===== src/rtl/fc_chain_sequencer.sv =====
// Start/busy/done sequencer for the dense-layer chain: weight addressing, per-stage reset release,
// activation and classifier hand-off. Define FC_SEQ_TIMEOUT_EN to enable the ACT/CLS watchdog (err).
module fc_chain_sequencer #(
    parameter int                     NUM_STAGES = 2,
    parameter int                     ADDR_W     = 8,
    parameter logic [16*NUM_STAGES-1:0] STAGE_IN = {16'd84, 16'd120},
    parameter int                     TAIL_CYC   = 10,
    parameter int                     TMO_CYC    = 1023
) (
    input  logic                  clk,
    input  logic                  reset,
    input  logic                  start,
    output logic                  busy,
    output logic                  done,
    output logic [1:0]            stage_idx,
    output logic [ADDR_W-1:0]     w_addr,
    output logic [NUM_STAGES-1:0] w_sel,
    output logic [NUM_STAGES-1:0] layer_rst,
    output logic [NUM_STAGES-1:0] act_rst,
    input  logic [NUM_STAGES-1:0] act_done,
    output logic                  cls_en,
    input  logic                  cls_ack,
    output logic                  err
);
    // state   | meaning
    // S_IDLE  | outputs at reset values, waiting for start
    // S_LAYER | streaming weight addresses of stage stage_idx, then TAIL_CYC drain cycles
    // S_ACT   | activation of stage stage_idx released, waiting for its act_done
    // S_CLS   | classifier enabled, waiting for cls_ack
    // S_FIN   | one-cycle done pulse, then back to IDLE
    typedef enum logic [2:0] {S_IDLE, S_LAYER, S_ACT, S_CLS, S_FIN} state_t;

    localparam int LAYER_MAX = (1 << ADDR_W) + TAIL_CYC;
    localparam int CNT_MAX   = (LAYER_MAX > TMO_CYC) ? LAYER_MAX : TMO_CYC;
    localparam int CNT_W     = $clog2(CNT_MAX + 1);
    localparam logic [CNT_W-1:0] TMO_LOAD = CNT_W'(TMO_CYC - 1);
    localparam logic [1:0] LAST = 2'(NUM_STAGES - 1);

    state_t                state;
    logic [CNT_W-1:0]      cnt;
    logic                  firstCyc;
    logic [15:0]           stageIn [4];
    logic [NUM_STAGES-1:0] curOh;
    logic [NUM_STAGES-1:0] nxtOh;
    logic [1:0]            nxtStage;
    logic [ADDR_W-1:0]     lastAddr;
    logic                  actFlag;

    for (genvar i = 0; i < 4; i++) begin : g_in
        if (i < NUM_STAGES) begin : g_used
            assign stageIn[i] = STAGE_IN[16*i +: 16];
        end else begin : g_unused
            assign stageIn[i] = 16'd1;
        end
    end

    assign curOh    = NUM_STAGES'(1) << stage_idx;
    assign nxtOh    = curOh << 1;
    assign nxtStage = stage_idx + 2'd1;
    assign lastAddr = ADDR_W'(stageIn[stage_idx] - 16'd1);
    assign actFlag  = |(act_done & curOh);

    // Address count plus drain cycles, minus one because the entry cycle is already spent.
    function automatic logic [CNT_W-1:0] layerLoad(input logic [15:0] n);
        return CNT_W'(int'(n) + TAIL_CYC - 1);
    endfunction

    always_ff @(posedge clk or posedge reset) begin
        if (reset) begin
            state     <= S_IDLE;
            cnt       <= '0;
            firstCyc  <= 1'b0;
            busy      <= 1'b0;
            done      <= 1'b0;
            stage_idx <= '0;
            w_addr    <= '0;
            w_sel     <= '0;
            layer_rst <= '1;
            act_rst   <= '1;
            cls_en    <= 1'b0;
`ifdef FC_SEQ_TIMEOUT_EN
            err       <= 1'b0;
`endif
        end else begin
            case (state)
                S_IDLE: begin
                    if (start) begin
                        state     <= S_LAYER;
                        busy      <= 1'b1;
                        stage_idx <= '0;
                        w_addr    <= '0;
                        w_sel     <= NUM_STAGES'(1);
                        layer_rst <= ~NUM_STAGES'(1);
                        cnt       <= layerLoad(stageIn[0]);
`ifdef FC_SEQ_TIMEOUT_EN
                        err       <= 1'b0;
`endif
                    end
                end
                S_LAYER: begin
                    if (cnt == '0) begin
                        state    <= S_ACT;
                        firstCyc <= 1'b1;
                        w_sel    <= '0;
                        act_rst  <= act_rst & ~curOh;
                        cnt      <= TMO_LOAD;
                    end else begin
                        cnt <= cnt - CNT_W'(1);
                        if (w_addr != lastAddr) w_addr <= w_addr + ADDR_W'(1);
                    end
                end
                S_ACT: begin
                    // act_done may still be high from a previous run on the entry cycle
                    firstCyc <= 1'b0;
                    if (!firstCyc && actFlag) begin
                        if (stage_idx == LAST) begin
                            state    <= S_CLS;
                            cls_en   <= 1'b1;
                            firstCyc <= 1'b1;
                            cnt      <= TMO_LOAD;
                        end else begin
                            state     <= S_LAYER;
                            stage_idx <= nxtStage;
                            w_addr    <= '0;
                            w_sel     <= nxtOh;
                            layer_rst <= layer_rst & ~nxtOh;
                            cnt       <= layerLoad(stageIn[nxtStage]);
                        end
                    end
`ifdef FC_SEQ_TIMEOUT_EN
                    else if (cnt == '0) begin
                        state     <= S_IDLE;
                        err       <= 1'b1;
                        busy      <= 1'b0;
                        stage_idx <= '0;
                        w_addr    <= '0;
                        w_sel     <= '0;
                        layer_rst <= '1;
                        act_rst   <= '1;
                        cls_en    <= 1'b0;
                    end else begin
                        cnt <= cnt - CNT_W'(1);
                    end
`endif
                end
                S_CLS: begin
                    firstCyc <= 1'b0;
                    if (!firstCyc && cls_ack) begin
                        state <= S_FIN;
                        done  <= 1'b1;
                        busy  <= 1'b0;
                    end
`ifdef FC_SEQ_TIMEOUT_EN
                    else if (cnt == '0) begin
                        state     <= S_IDLE;
                        err       <= 1'b1;
                        busy      <= 1'b0;
                        stage_idx <= '0;
                        w_addr    <= '0;
                        w_sel     <= '0;
                        layer_rst <= '1;
                        act_rst   <= '1;
                        cls_en    <= 1'b0;
                    end else begin
                        cnt <= cnt - CNT_W'(1);
                    end
`endif
                end
                S_FIN: begin
                    state     <= S_IDLE;
                    done      <= 1'b0;
                    stage_idx <= '0;
                    w_addr    <= '0;
                    w_sel     <= '0;
                    layer_rst <= '1;
                    act_rst   <= '1;
                    cls_en    <= 1'b0;
                end
                default: state <= S_IDLE;
            endcase
        end
    end

`ifndef FC_SEQ_TIMEOUT_EN
    assign err = 1'b0;
`endif

endmodule


===== config.mk =====
export PLATFORM = sky130hd
export DESIGN_NAME = fc_chain_sequencer
export DESIGN_NICKNAME = d
export VERILOG_FILES = /design/src/rtl/fc_chain_sequencer.sv
export SDC_FILE = /design/constraint.sdc
export NUM_CORES = 1
export LEC_CHECK = 0
export BUFFER_PORTS_ARGS = -buffer_cell sky130_fd_sc_hd__clkbuf_2
export CAP_MARGIN = 25
export CELL_PAD_IN_SITES_DETAIL_PLACEMENT = 1
export CELL_PAD_IN_SITES_GLOBAL_PLACEMENT = 1
export CORE_MARGIN = 2
export CORE_UTILIZATION = 30
export DETAILED_ROUTE_END_ITERATION = 16
export GPL_TIMING_DRIVEN = 1
export PLACE_DENSITY = 0.69
export SETUP_SLACK_MARGIN = 0.02
export SLEW_MARGIN = 0
export SYNTH_ARGS = -nofsm -noshare
export SYNTH_HDL_FRONTEND = slang
export SYNTH_SLANG_ARGS = --single-unit

===== constraint.sdc =====
create_clock -name clk -period 2.7 [get_ports clk]
set_input_delay 0.135 -clock clk [delete_from_list [all_inputs] [get_ports clk]]
set_output_delay 0.135 -clock clk [all_outputs]
set_load 0.02 [all_outputs]

# --- Word-level counts from Yosys, hierarchy flattened ---
# Index checks and enable logic that the tools add are counted.
# Widths: inputs -> output; s select.
totals:
  elab_cells: 115
  romBits: 0
  out_inout_bits: 20
  latch_bits: 0
  input_bits: 6
  ramBits: 0
  mem_count: 0
  reg_bits: 33
classes:
  bitwise_logic: 7
  n_lt_le_gt_ge: 2
  n_eq_ne: 14
  muxes: 50
  n_div: 0
  multipliers: 0
  n_reduce_logical: 24
  add_sub_neg: 6
  shift: 1
op_table:
  columns: ["op", "n"]
  rows:
  - ["$bmux 16 s2", 2]
  - ["$mux 10", 6]
  - ["$mux 8", 7]
  - ["$pmux 8 s4", 1]
  - ["$pmux 10 s3", 1]
  - ["$mux 2", 12]
  - ["$sub 10x1->10 const B", 2]
  - ["$ne 2x2->1 const B", 8]
  - ["$mux 3", 4]
  - ["$pmux 2 s3", 2]
  - ["$pmux 3 s4", 1]
  - ["$add 10x4->10 const B", 1]
  - ["$logic_not 10->1", 1]
  - ["$reduce_and 3->1", 3]
  - ["$reduce_bool 3->1", 3]
  - ["$add 8x1->8 const B", 1]
  - ["$mux 1", 8]
  - ["$ne 8x8->1", 1]
  - ["$pmux 2 s4", 1]
  - ["$reduce_and 4->1", 2]
  - ["$reduce_bool 2->1", 4]
  - ["$sub 8x1->8 const B", 1]
  - ["$and 2x2->2", 3]
  - ["$eq 3x2->1 const B", 2]
  - ["19 further kinds", 27]

# --- Logic depth before layout (Yosys ltp) ---
# Gate-level depths: netlist (run 1).
logic_depth:
  depth_word: 10
  ltp_mapped: 9
  mapped_depth_nobuf: 8

# --- Least setup slack after synthesis (run 1) ---
# No wires, ideal clock.
synth_path:
  kind: "register to register"
  from: "reg stage_idx[1]"
  to: "reg w_addr[4]"
  stages_incl_launch_ff: 9
  setup_ns: 0.078
  n_path_buf: 0
  t_arrival_ns: 2.461
  required_time_ns: 2.622
  slack_ns: 0.161
  synth_period_minus_slack_ns: 2.539
  path_cell_list: "dfrtp_1 -> inv_1 -> ha_1 -> or2_0 -> o32ai_4 -> nand3_2 -> or3_1 -> or3_1 -> a21oi_1"
synth_between:
  elab_chain_cells: 8
  elab_cells_between_ends: 15
  classes_between: "add/sub: 1; eq/ne: 5; shift: 1; mux: 3; bitwise: 2; reduce/logical: 3"
synth_rtl:
  columns: ["element", "line_no", "text"]
  rows:
  - ["start, declared", "15", "output logic [1:0] stage_idx,"]
  - ["start signal, assigned", "123", "stage_idx <= nxtStage;"]
  - ["$not 2->3 (not written as such)", "60", "assign lastAddr = ADDR_W'(stageIn[stage_idx] - 16'd1);"]
  - ["$bmux 16 s2", "60", null]
  - ["$mux 8 (not written as such) (2 in series)", "60", null]
  - ["$sub 8x1->8", "60", null]
  - ["$ne 8x8->1", "109", "if (w_addr != lastAddr) w_addr <= w_addr + ADDR_W'(1);"]
  - ["$ne 2x2->1 (no line)", null, null]
  - ["$reduce_and 6->1 (no line) (*)", null, null]
  - ["end signal, assigned", "109", null]
  - ["end, declared", "16", "output logic [ADDR_W-1:0] w_addr,"]
# Mark *: on every way between the ends. The rest lies on a longest branch, timed or not. The select of a mux whose other input is x is not followed.
# A chain may end at the register's enable or synchronous reset.

# --- Worst setup path after layout (run 1) ---
layout_path:
  from: "reg stage_idx[0]"
  to: "reg w_addr[4]"
# Same word-level chain as after synthesis.

==> results of run 1 <==
-- worst max path at each step --
stage,slack (ns),depth (start not counted),end
2_1_floorplan,0.16,8,w_addr[4]
3_3_place_gp,0.32,8,w_addr[4]
3_5_place_dp,0.23,8,w_addr[4]
4_1_cts,0.20,8,w_addr[4]
5_1_grt,0.06,8,w_addr[4]
6_report,0.21,8,w_addr[4]
-- per-stage QoR --
step	power (mW)	instances	hold slack, ns	util
after global routing	3.04	351	0.195	0.358
after detailed placement	2.43	342	0.245	0.343
final	2.78	351	0.175	0.358
after floorplan	1.98	236	0.261	-
after global placement	2.38	342	0.234	0.343
after CTS	2.82	351	0.173	0.358
-- flip-flops by register name, indices dropped and copies added (netlist names) --
signal,cells
done,1
act_rst,2
firstCyc,1
busy,1
w_addr,8
cnt,10
stage_idx,2
layer_rst,2
cls_en,1
state,3
w_sel,2
-- cell type report --
| cell class | instances | area share |
|---|---|---|
| Clock buffer | 5 | 0.0286 |
| Clock inverter | 3 | 0.00729 |
| Inverter | 12 | 0.0187 |
| Multi-Input combinational cell | 182 | 0.469 |
| Sequential cell | 33 | 0.346 |
| Tap cell | 80 | 0.0416 |
| Timing Repair Buffer | 36 | 0.0885 |
-- layer usage --
| layer | global-route usage | vias up | wire length (um) |
|---|---|---|---|
| met1 | 0.207 | 931 | 2720 |
| met4 | 0.0653 | 0 | 124 |
| li1 | - | 915 | - |
| met2 | 0.248 | 37 | 2600 |
| met3 | 0.0381 | 6 | 180 |
| met5 | 0 | - | 0 |
-- synth_stat cells, types with 2 or more instances --
cell,number
a31oi_1,3
ha_1,8
nand3_1,8
clkbuf_1,4
o41ai_1,3
or4_1,2
and3_1,4
mux2i_1,2
a21o_1,4
nor4_1,4
nor3_1,4
nor3b_1,2
a21oi_1,14
nand2b_1,7
o311ai_0,2
dfrtp_1,29
o21ai_0,21
nor2_1,19
nand4_1,3
dfstp_2,4
or3_1,5
buf_2,2
inv_1,12
nand2_1,31
buf_6,2
a22oi_1,2
o31ai_1,3
a22o_1,5
-- power by group through the flow --
stage / clock network (mW) / registers (mW) / logic, mW
6_report: 0.376 / 0.904 / 1.50
5_1_grt: 0.413 / 0.934 / 1.69
4_1_cts: 0.393 / 0.902 / 1.52
3_5_place_dp: 0 / 0.911 / 1.52
3_3_place_gp: 0 / 0.899 / 1.48
2_1_floorplan: 0 / 0.933 / 1.05
-- worst register-to-register path, stage by stage, from the launching register on --
cell     delay [ns]
dfrtp_2        0.46
inv_1          0.10
ha_1           0.31
nand2_1        0.17
o32ai_4        0.28
nand3_2        0.22
or3_1          0.42
or3_1          0.31
a21oi_1        0.15
-- timing repair --
item	4_1_cts	5_1_grt
hold endpoints to repair	29	0
hold buffers	1	0
endpoints found under the setup margin	0	2
resized for setup	0	1
-- cell families (layout without fill, tap and decap cells) --
family | count (synthesis) | count (layout) | synth area share
XOR/XNOR | 2 | 2 | 0.00851
flip-flops | 33 | 33 | 0.404
adder cells (fa/ha/maj) | 8 | 8 | 0.0486
buffers and inverters | 21 | 56 | 0.0486
other | 1 | 1 | 0.00182
AND/OR/NAND/NOR | 99 | 99 | 0.245
AO/OA/AOI/OAI | 69 | 69 | 0.229
multiplexers | 3 | 3 | 0.0152
==> impl_metrics.csv, run 1 <==
group,metric,value,unit
outcome,status,"finished, final reports clean",
setup_path,rrSetupSlack,0.21,ns
die,pin_count,26,
sta,relSlewSlack,0.521,
sta,finalCritPeriodShare,0.921,
pwr,power_frac_seq,0.325,
die,die-area,0.00754,mm2
pwr,swShare,0.478,
route,wirelength,5630,um
cells_and_area,final_cell_mix,"31 x nand2_1, 28 x dfrtp_1, 24 x clkbuf_2",
setup_path,slowest_delay,0.46,ns
route,drc,0,
setup_path,worst-path-buf-inv,1,
synthesis,synth.distinct_cells,55,
route,wl_per_cell,16.0,um
synthesis,synth-async-reset-ratio,1.00,
min_path,min_to,"state[0]",
synthesis,synth_top_area_share,0.353,
setup_path,cpMostUsedCell,"or3_1",
setup_path,r2r-start,"stage_idx[0]",
setup_path,critPathTopFamily,"simple AND/OR/NAND/NOR gates",
synthesis,ys_ff_latch,33,
clock_tree,cts.htree.levels,2,
place,pre_cts_slack,0.230,ns
die,die_h,86.8,um
setup_path,end_kind,"flip-flop",
global_routing,grt_antenna_before_repair,0,
clock_tree,numCtsBuffers,5,
clock_tree,cts_tree,"built",
setup_path,crit_chain,"inv_1, ha_1, nand2_1, o32ai_4, nand3_2, or3_1, or3_1, a21oi_1",
clock_tree,cts_root_buf,"clkbuf_8",
synthesis,synth_area,0.00206,mm2
route,initialDrtViolationCount,114,
synthesis,yosysTopAreaCell,"dfrtp_1",
sta,rsz0062_at_grt,"no",
global_routing,grt_pass1_wl,9200,um
sta,fmax,402,MHz
cells_and_area,multi_input_area,0.00113,mm2
clock_tree,clock_sinks,33,
setup_path,startpoint,"stage_idx[0]",
route,drtPass1Iterations,4,
setup_path,reg2reg_depth,8,
synthesis,synth_area_leaders,"dfrtp_1 35%, nand2_1 5.7%, dfstp_2 5.1%, o21ai_0 5.1%, ha_1 4.9%",
pwr,p_int,1.45,mW
synthesis,syn_area_per_cell,8.72,um2
place,routabilityCongestion,0.806,
sta,slew_viol_final,0,
place,post-dp-hpwl,4200,um
cells_and_area,nets,284,
place,dpl_cell_area,0.00231,mm2
synthesis,syn-num-nets,250,
setup_path,arrival,2.71,ns
cells_and_area,syn2layout_area_growth,16.8,%
pwr,irDropWorstVdd,0.000263,V
cells_and_area,ff_latch_area,832,um2
sta,final-hold-violation-count,0,
run,cap_violations,0,
die,coreArea,0.00672,mm2
route,vias,1889,
pwr,combPwrFrac,0.540,
place,port_buffers,24,
cells_and_area,final_common_cell,"nand2_1",
synthesis,ys_warn_count,0,
pwr,p_leak,1.11,nW
cells_and_area,layout-drive-gt1-share,0.207,
die,start_util,0.306,
global_routing,grt_max_degree,34,
pwr,clock_power_share,0.135,
min_path,holdPathStages,4,
sta,finClkSkew,0.0118,ns
sta,setup_tns,0,ns
synthesis,synth-main-ff-cell,"dfrtp_1",
pwr,p_sw,1.33,mW
min_path,min_from,"cls_ack",
sta,worst_slew_pin_slew,0.712,ns
clock_tree,path_clk_slew,0.08,ns
clock_tree,post-cts-setup-buffers,0,
setup_path,worstPathRequired,2.92,ns
cells_and_area,diodes,0,
route,via_per_inst,5.38,
clock_tree,ctsLongestPathBuffers,2,
clock_tree,clk_latency,0.29,ns
sta,setup_viol_count_final,0,
setup_path,critPathSlowestCell,"dfrtp_2",
global_routing,grt_overflow,0,
min_path,hp-class,"primary input to flip-flop",
die,row_count,30,
synthesis,netlist_instances,236,
cells_and_area,nFillCells,798,
route,drtAntennaViolNets,0,
setup_path,r2r-end,"w_addr[4]",
synthesis,ys_seq_area_frac,0.404,
cells_and_area,fin_area,0.00240,mm2
setup_path,crit_type,"flip-flop to flip-flop",
pwr,power_density,1160,mW/mm2
setup_path,critPathLaunchType,"flip-flop",
sta,setup_ws,0.213,ns
global_routing,grt_usage,0.158,
synthesis,synth_edf_count,0,
die,die_w,86.8,um
sta,finalCriticalPeriod,2.49,ns
global_routing,grt_pass1_vias,1853,
setup_path,cp_max_fo,9,
(Power assumes the default switching activity.)
==> run 2, diff against run 1 <==
Settings changed: CORE_MARGIN 2 to unset, CTS_CLUSTER_DIAMETER set to 40, SLEW_MARGIN 0 to unset.
==> impl_metrics.csv, run 2 (synthesis gave the netlist of run 1 again) <==
group,metric,value,unit
clock_tree,numCtsBuffers,5,
setup_path,cp_max_fo,9,
setup_path,critPathSlowestCell,"dfrtp_1",
cells_and_area,layout-drive-gt1-share,0.212,
sta,final-hold-violation-count,0,
setup_path,critPathLaunchType,"flip-flop",
setup_path,worstPathRequired,2.86,ns
min_path,min_to,"state[2]",
min_path,min_from,"cls_ack",
sta,setup_tns,0,ns
setup_path,r2r-end,"w_addr[5]",
sta,rsz0062_at_grt,"no",
clock_tree,cts_tree,"built",
sta,finClkSkew,0.00752,ns
route,wl_per_cell,16.4,um
setup_path,slowest_delay,0.50,ns
route,drtPass1Iterations,10,
clock_tree,ctsLongestPathBuffers,2,
min_path,hp-class,"primary input to flip-flop",
global_routing,grt_antenna_before_repair,0,
global_routing,grt_usage,0.177,
pwr,p_leak,1.15,nW
pwr,power_density,1220,mW/mm2
clock_tree,post-cts-setup-buffers,0,
setup_path,crit_cells,9,
global_routing,grt_util_met2,0.290,
sta,finalCriticalPeriod,2.44,ns
route,vias,1879,
cells_and_area,diodes,0,
cells_and_area,largest_register_ffs,10,
global_routing,grt_overflow,0,
global_routing,use_met1,0.238,
die,pin_count,26,
global_routing,grt_max_degree,19,
die,start_util,0.317,
place,port_buffers,24,
die,coreArea,0.00649,mm2
route,drtAntennaViolNets,0,
sta,finalCritPeriodShare,0.903,
min_path,holdPathStages,3,
global_routing,grt_pass1_wl,9880,um
sta,worst_slew_pin_slew,0.653,ns
sta,fmax,410,MHz
place,post-dp-hpwl,4320,um
place,routabilityCongestion,0.842,
outcome,violations,"DRC",
pwr,irDropWorstVdd,0.000289,V
setup_path,crit_type,"flip-flop to flip-flop",
setup_path,reg2reg_depth,9,
cells_and_area,final_common_cell,"nand2_1",
place,pre_cts_slack,0.190,ns
setup_path,critPathTopFamily,"simple AND/OR/NAND/NOR gates",
cells_and_area,nets,286,
setup_path,worst-path-buf-inv,2,
global_routing,grt_pass1_vias,1935,
setup_path,end_kind,"flip-flop",
clock_tree,path_clk_slew,0.07,ns
clock_tree,cts.htree.levels,2,
sta,relSlewSlack,0.561,
setup_path,rrSetupSlack,0.26,ns
die,die_h,84.8,um
setup_path,r2r-start,"stage_idx[0]",
global_routing,busiest_layer,"met2",
cells_and_area,syn2layout_area_growth,20.1,%
global_routing,grt_use_met3,0.0340,
route,via_per_inst,5.37,
sta,setup_ws,0.263,ns
route,drc,4,
die,die_w,84.8,um
route,wirelength,5720,um
setup_path,arrival,2.60,ns
run,cap_violations,0,
sta,slew_viol_final,0,
cells_and_area,top_regs,"cnt: 10 flops, w_addr: 8 flops, state: 3 flops",
sta,setup_viol_count_final,0,
sta,holdWs,0.171,ns
cells_and_area,final_cell_mix,"31 x nand2_1, 29 x dfrtp_1, 24 x clkbuf_2",
die,die-area,0.00720,mm2
clock_tree,clk_latency,0.29,ns
clock_tree,clock_sinks,33,
pwr,p_total,3.02,mW
setup_path,crit_chain,"inv_1, ha_1, or3_1, a31oi_1, a41oi_1, nor3_2, buf_4, o311ai_0, o41ai_1",
cells_and_area,top_register,"cnt",
outcome,status,"finished, violations left",
die,row_count,29,
clock_tree,cts_root_buf,"clkbuf_8",
route,initialDrtViolationCount,118,
## run 2: cell type report
class / count / area [um2]
Clock buffer: 5 / 68.8
Fill cell: 791 / 4020
Clock inverter: 3 / 65.1
Sequential cell: 33 / 831
Timing Repair Buffer: 38 / 228
Inverter: 12 / 45.0
Tap cell: 77 / 96.3
Multi-Input combinational cell: 182 / 1140
## run 2: power breakdown
part	internal, mW	leakage (nW)	switching [mW]
Clock	0.367	0.0681	0.191
Combinational	0.615	0.661	0.953
Sequential	0.689	0.417	0.203
Total	1.67	1.15	1.35
## run 2: worst max-delay path by stage
stage | from | endpoint | slack [ns]
after floorplan | stage_idx[1] | w_addr[4] | 0.16
after global placement | stage_idx[0] | w_addr[4] | 0.32
after detailed placement | stage_idx[0] | w_addr[5] | 0.19
after CTS | stage_idx[0] | w_addr[5] | 0.16
after global routing | stage_idx[0] | w_addr[5] | 0.06
final | stage_idx[0] | w_addr[5] | 0.26
## run 2: repair_timing
item,CTS,global route
setup endpoints to repair,0,3
hold buffers,1,0
gates resized for setup,0,2
endpoints found under the hold margin,14,0
## run 2: tightest hold or removal path: stages
cell and delay, ns:
clkbuf_2 0.09, nand3b_1 0.10, nor2_1 0.08
## run 2: stage by stage
step	cells	utilization	cell area, um2
2_1_floorplan	236	-	2060
3_3_place_gp	341	0.357	2320
3_5_place_dp	341	0.357	2320
4_1_cts	350	0.379	2460
5_1_grt	350	0.380	2470
6_report	350	0.380	2470
## run 2: routing by layer
| metal | vias to the layer above | share of wire |
|---|---|---|
| met2 | 40 | 0.47 |
| met5 | - | 0 |
| met4 | 0 | 0.013 |
| met3 | 5 | 0.036 |
| met1 | 913 | 0.48 |
| li1 | 921 | - |
==> run 3, diff against run 2 <==
Settings changed: CORE_UTILIZATION 30 to 43, PLACE_DENSITY 0.69 to 0.89.
==> impl_metrics.csv, run 3 (synthesis gave the netlist of run 1 again) <==
group,metric,value,unit
outcome,status,"finished, violations left",
outcome,violations,"DRC",
sta,rsz0062_at_grt,"no",
setup_path,reg2reg_depth,9,
cells_and_area,nets,287,
route,wl_per_cell,17.8,um
setup_path,critPathLaunchType,"flip-flop",
clock_tree,cts_tree,"built",
sta,finalCriticalPeriod,2.49,ns
pwr,p_leak,1.12,nW
setup_path,crit_type,"flip-flop to flip-flop",
route,drc,2,
global_routing,grt_antenna_before_repair,0,
setup_path,r2r-start,"stage_idx[0]",
setup_path,end_kind,"flip-flop",
route,drtPass1Iterations,10,
cells_and_area,final_common_cell,"nand2_1",
die,die_w,71.2,um
sta,slew_viol_final,0,
sta,relSlewSlack,0.491,
pwr,power_frac_seq,0.298,
pwr,irDropWorstVdd,0.000448,V
clock_tree,post-cts-setup-buffers,0,
cells_and_area,diodes,0,
global_routing,grt_usage,0.249,
pwr,swShare,0.478,
cells_and_area,layout-drive-gt1-share,0.204,
place,dpl_cell_area,0.00229,mm2
die,start_util,0.460,
pwr,power_density,1200,mW/mm2
clock_tree,cts_root_buf,"clkbuf_8",
cells_and_area,syn2layout_area_growth,16.3,%
sta,fmax,402,MHz
setup_path,cp_max_fo,8,
min_path,min_from,"cls_ack",
cells_and_area,final_core_util,0.535,
min_path,hp-class,"primary input to flip-flop",
clock_tree,numCtsBuffers,5,
place,port_buffers,24,
setup_path,arrival,2.66,ns
pwr,p_total,2.87,mW
setup_path,r2r-end,"w_addr[5]",
sta,finalCritPeriodShare,0.922,
min_path,holdPathStages,3,
global_routing,grt_overflow,0,
pwr,clock_power_share,0.128,
pwr,combPwrFrac,0.574,
place,routabilityCongestion,0.799,
run,cap_violations,0,
die,die-area,0.00507,mm2
route,drtAntennaViolNets,0,
setup_path,rrSetupSlack,0.21,ns
cells_and_area,final_cell_mix,"31 x nand2_1, 29 x dfrtp_1, 24 x clkbuf_2",
route,via_per_inst,5.98,
route,initialDrtViolationCount,144,
die,pin_count,26,
sta,worst_slew_pin_slew,0.756,ns
cells_and_area,top_regs,"cnt: 10 flops, w_addr: 8 flops, state: 3 flops",
min_path,min_to,"state[2]",
place,post-dp-hpwl,4250,um
route,vias,1951,
clock_tree,clock_sinks,33,
die,coreArea,0.00447,mm2
global_routing,grt_pass1_wl,9720,um
clock_tree,cts.htree.levels,2,
die,die_h,71.2,um
pwr,p_int,1.50,mW
sta,finClkSkew,0.00638,ns
setup_path,worstPathRequired,2.87,ns
clock_tree,clk_latency,0.29,ns
clock_tree,ctsLongestPathBuffers,2,
global_routing,grt_pass1_vias,1913,
die,row_count,24,
cells_and_area,largest_register_ffs,10,
sta,setup_tns,0,ns
clock_tree,path_clk_slew,0.06,ns
sta,setup_viol_count_final,0,
pwr,p_sw,1.37,mW
sta,final-hold-violation-count,0,
cells_and_area,top_register,"cnt",
cells_and_area,fin_area,0.00239,mm2
global_routing,grt_max_degree,34,
route,wirelength,5810,um
[run 3: cell type report]
| class | count | area [um2] |
|---|---|---|
| Clock buffer | 8 | 80.1 |
| Fill cell | 543 | 2080 |
| Inverter | 12 | 45.0 |
| Multi-Input combinational cell | 182 | 1140 |
| Sequential cell | 33 | 831 |
| Tap cell | 52 | 65.1 |
| Timing Repair Buffer | 39 | 235 |
[run 3: worst max-delay path, cell delays in order (launching register included)]
cell and delay (ns):
dfrtp_1 0.49, inv_1 0.12, ha_1 0.30, or3_1 0.33, a31oi_1 0.18, a41oi_1 0.08, nor3_2 0.42, buf_4 0.22
o311ai_0 0.13, o41ai_1 0.10
[run 3: what timing repair did]
action                                  in CTS  in global routing
endpoints found under the setup margin       0                  1
hold buffers                                 1                  0
resized for setup                            0                  2
endpoints found under the hold margin       29                  0
[run 3: power groups by stage]
stage          registers [mW]  logic (mW)  clock network, mW
2_1_floorplan           0.933        1.05                  0
3_3_place_gp            0.846        1.54                  0
3_5_place_dp            0.861        1.61                  0
4_1_cts                 0.853        1.63              0.369
5_1_grt                 0.879        1.83              0.393
6_report                0.853        1.65              0.368
[run 3: through the flow]
stage	hold WS, ns	setup slack [ns]	cells
6_report	0.142	0.211	326
5_1_grt	0.171	0.0445	326
4_1_cts	0.145	0.162	326
3_5_place_dp	0.236	0.207	317
3_3_place_gp	0.223	0.353	317
2_1_floorplan	0.261	0.161	236
[run 3: how the worst max path moves through the flow]
stage                  from         to  slack, ns  cells after the start
2_1_floorplan  stage_idx[1]  w_addr[4]       0.16                      8
3_3_place_gp   stage_idx[0]  w_addr[4]       0.35                      8
3_5_place_dp   stage_idx[0]  w_addr[3]       0.21                      9
4_1_cts        stage_idx[0]  w_addr[3]       0.16                      9
5_1_grt        stage_idx[0]  w_addr[5]       0.04                      9
6_report       stage_idx[0]  w_addr[5]       0.21                      9
[run 3: layer usage]
layer	vias to the layer above	global-route usage	wire [um]
met5	-	0	0
met4	0	0.0622	36
met3	6	0.0484	277
met2	46	0.406	2900
met1	976	0.341	2600
li1	923	-	-
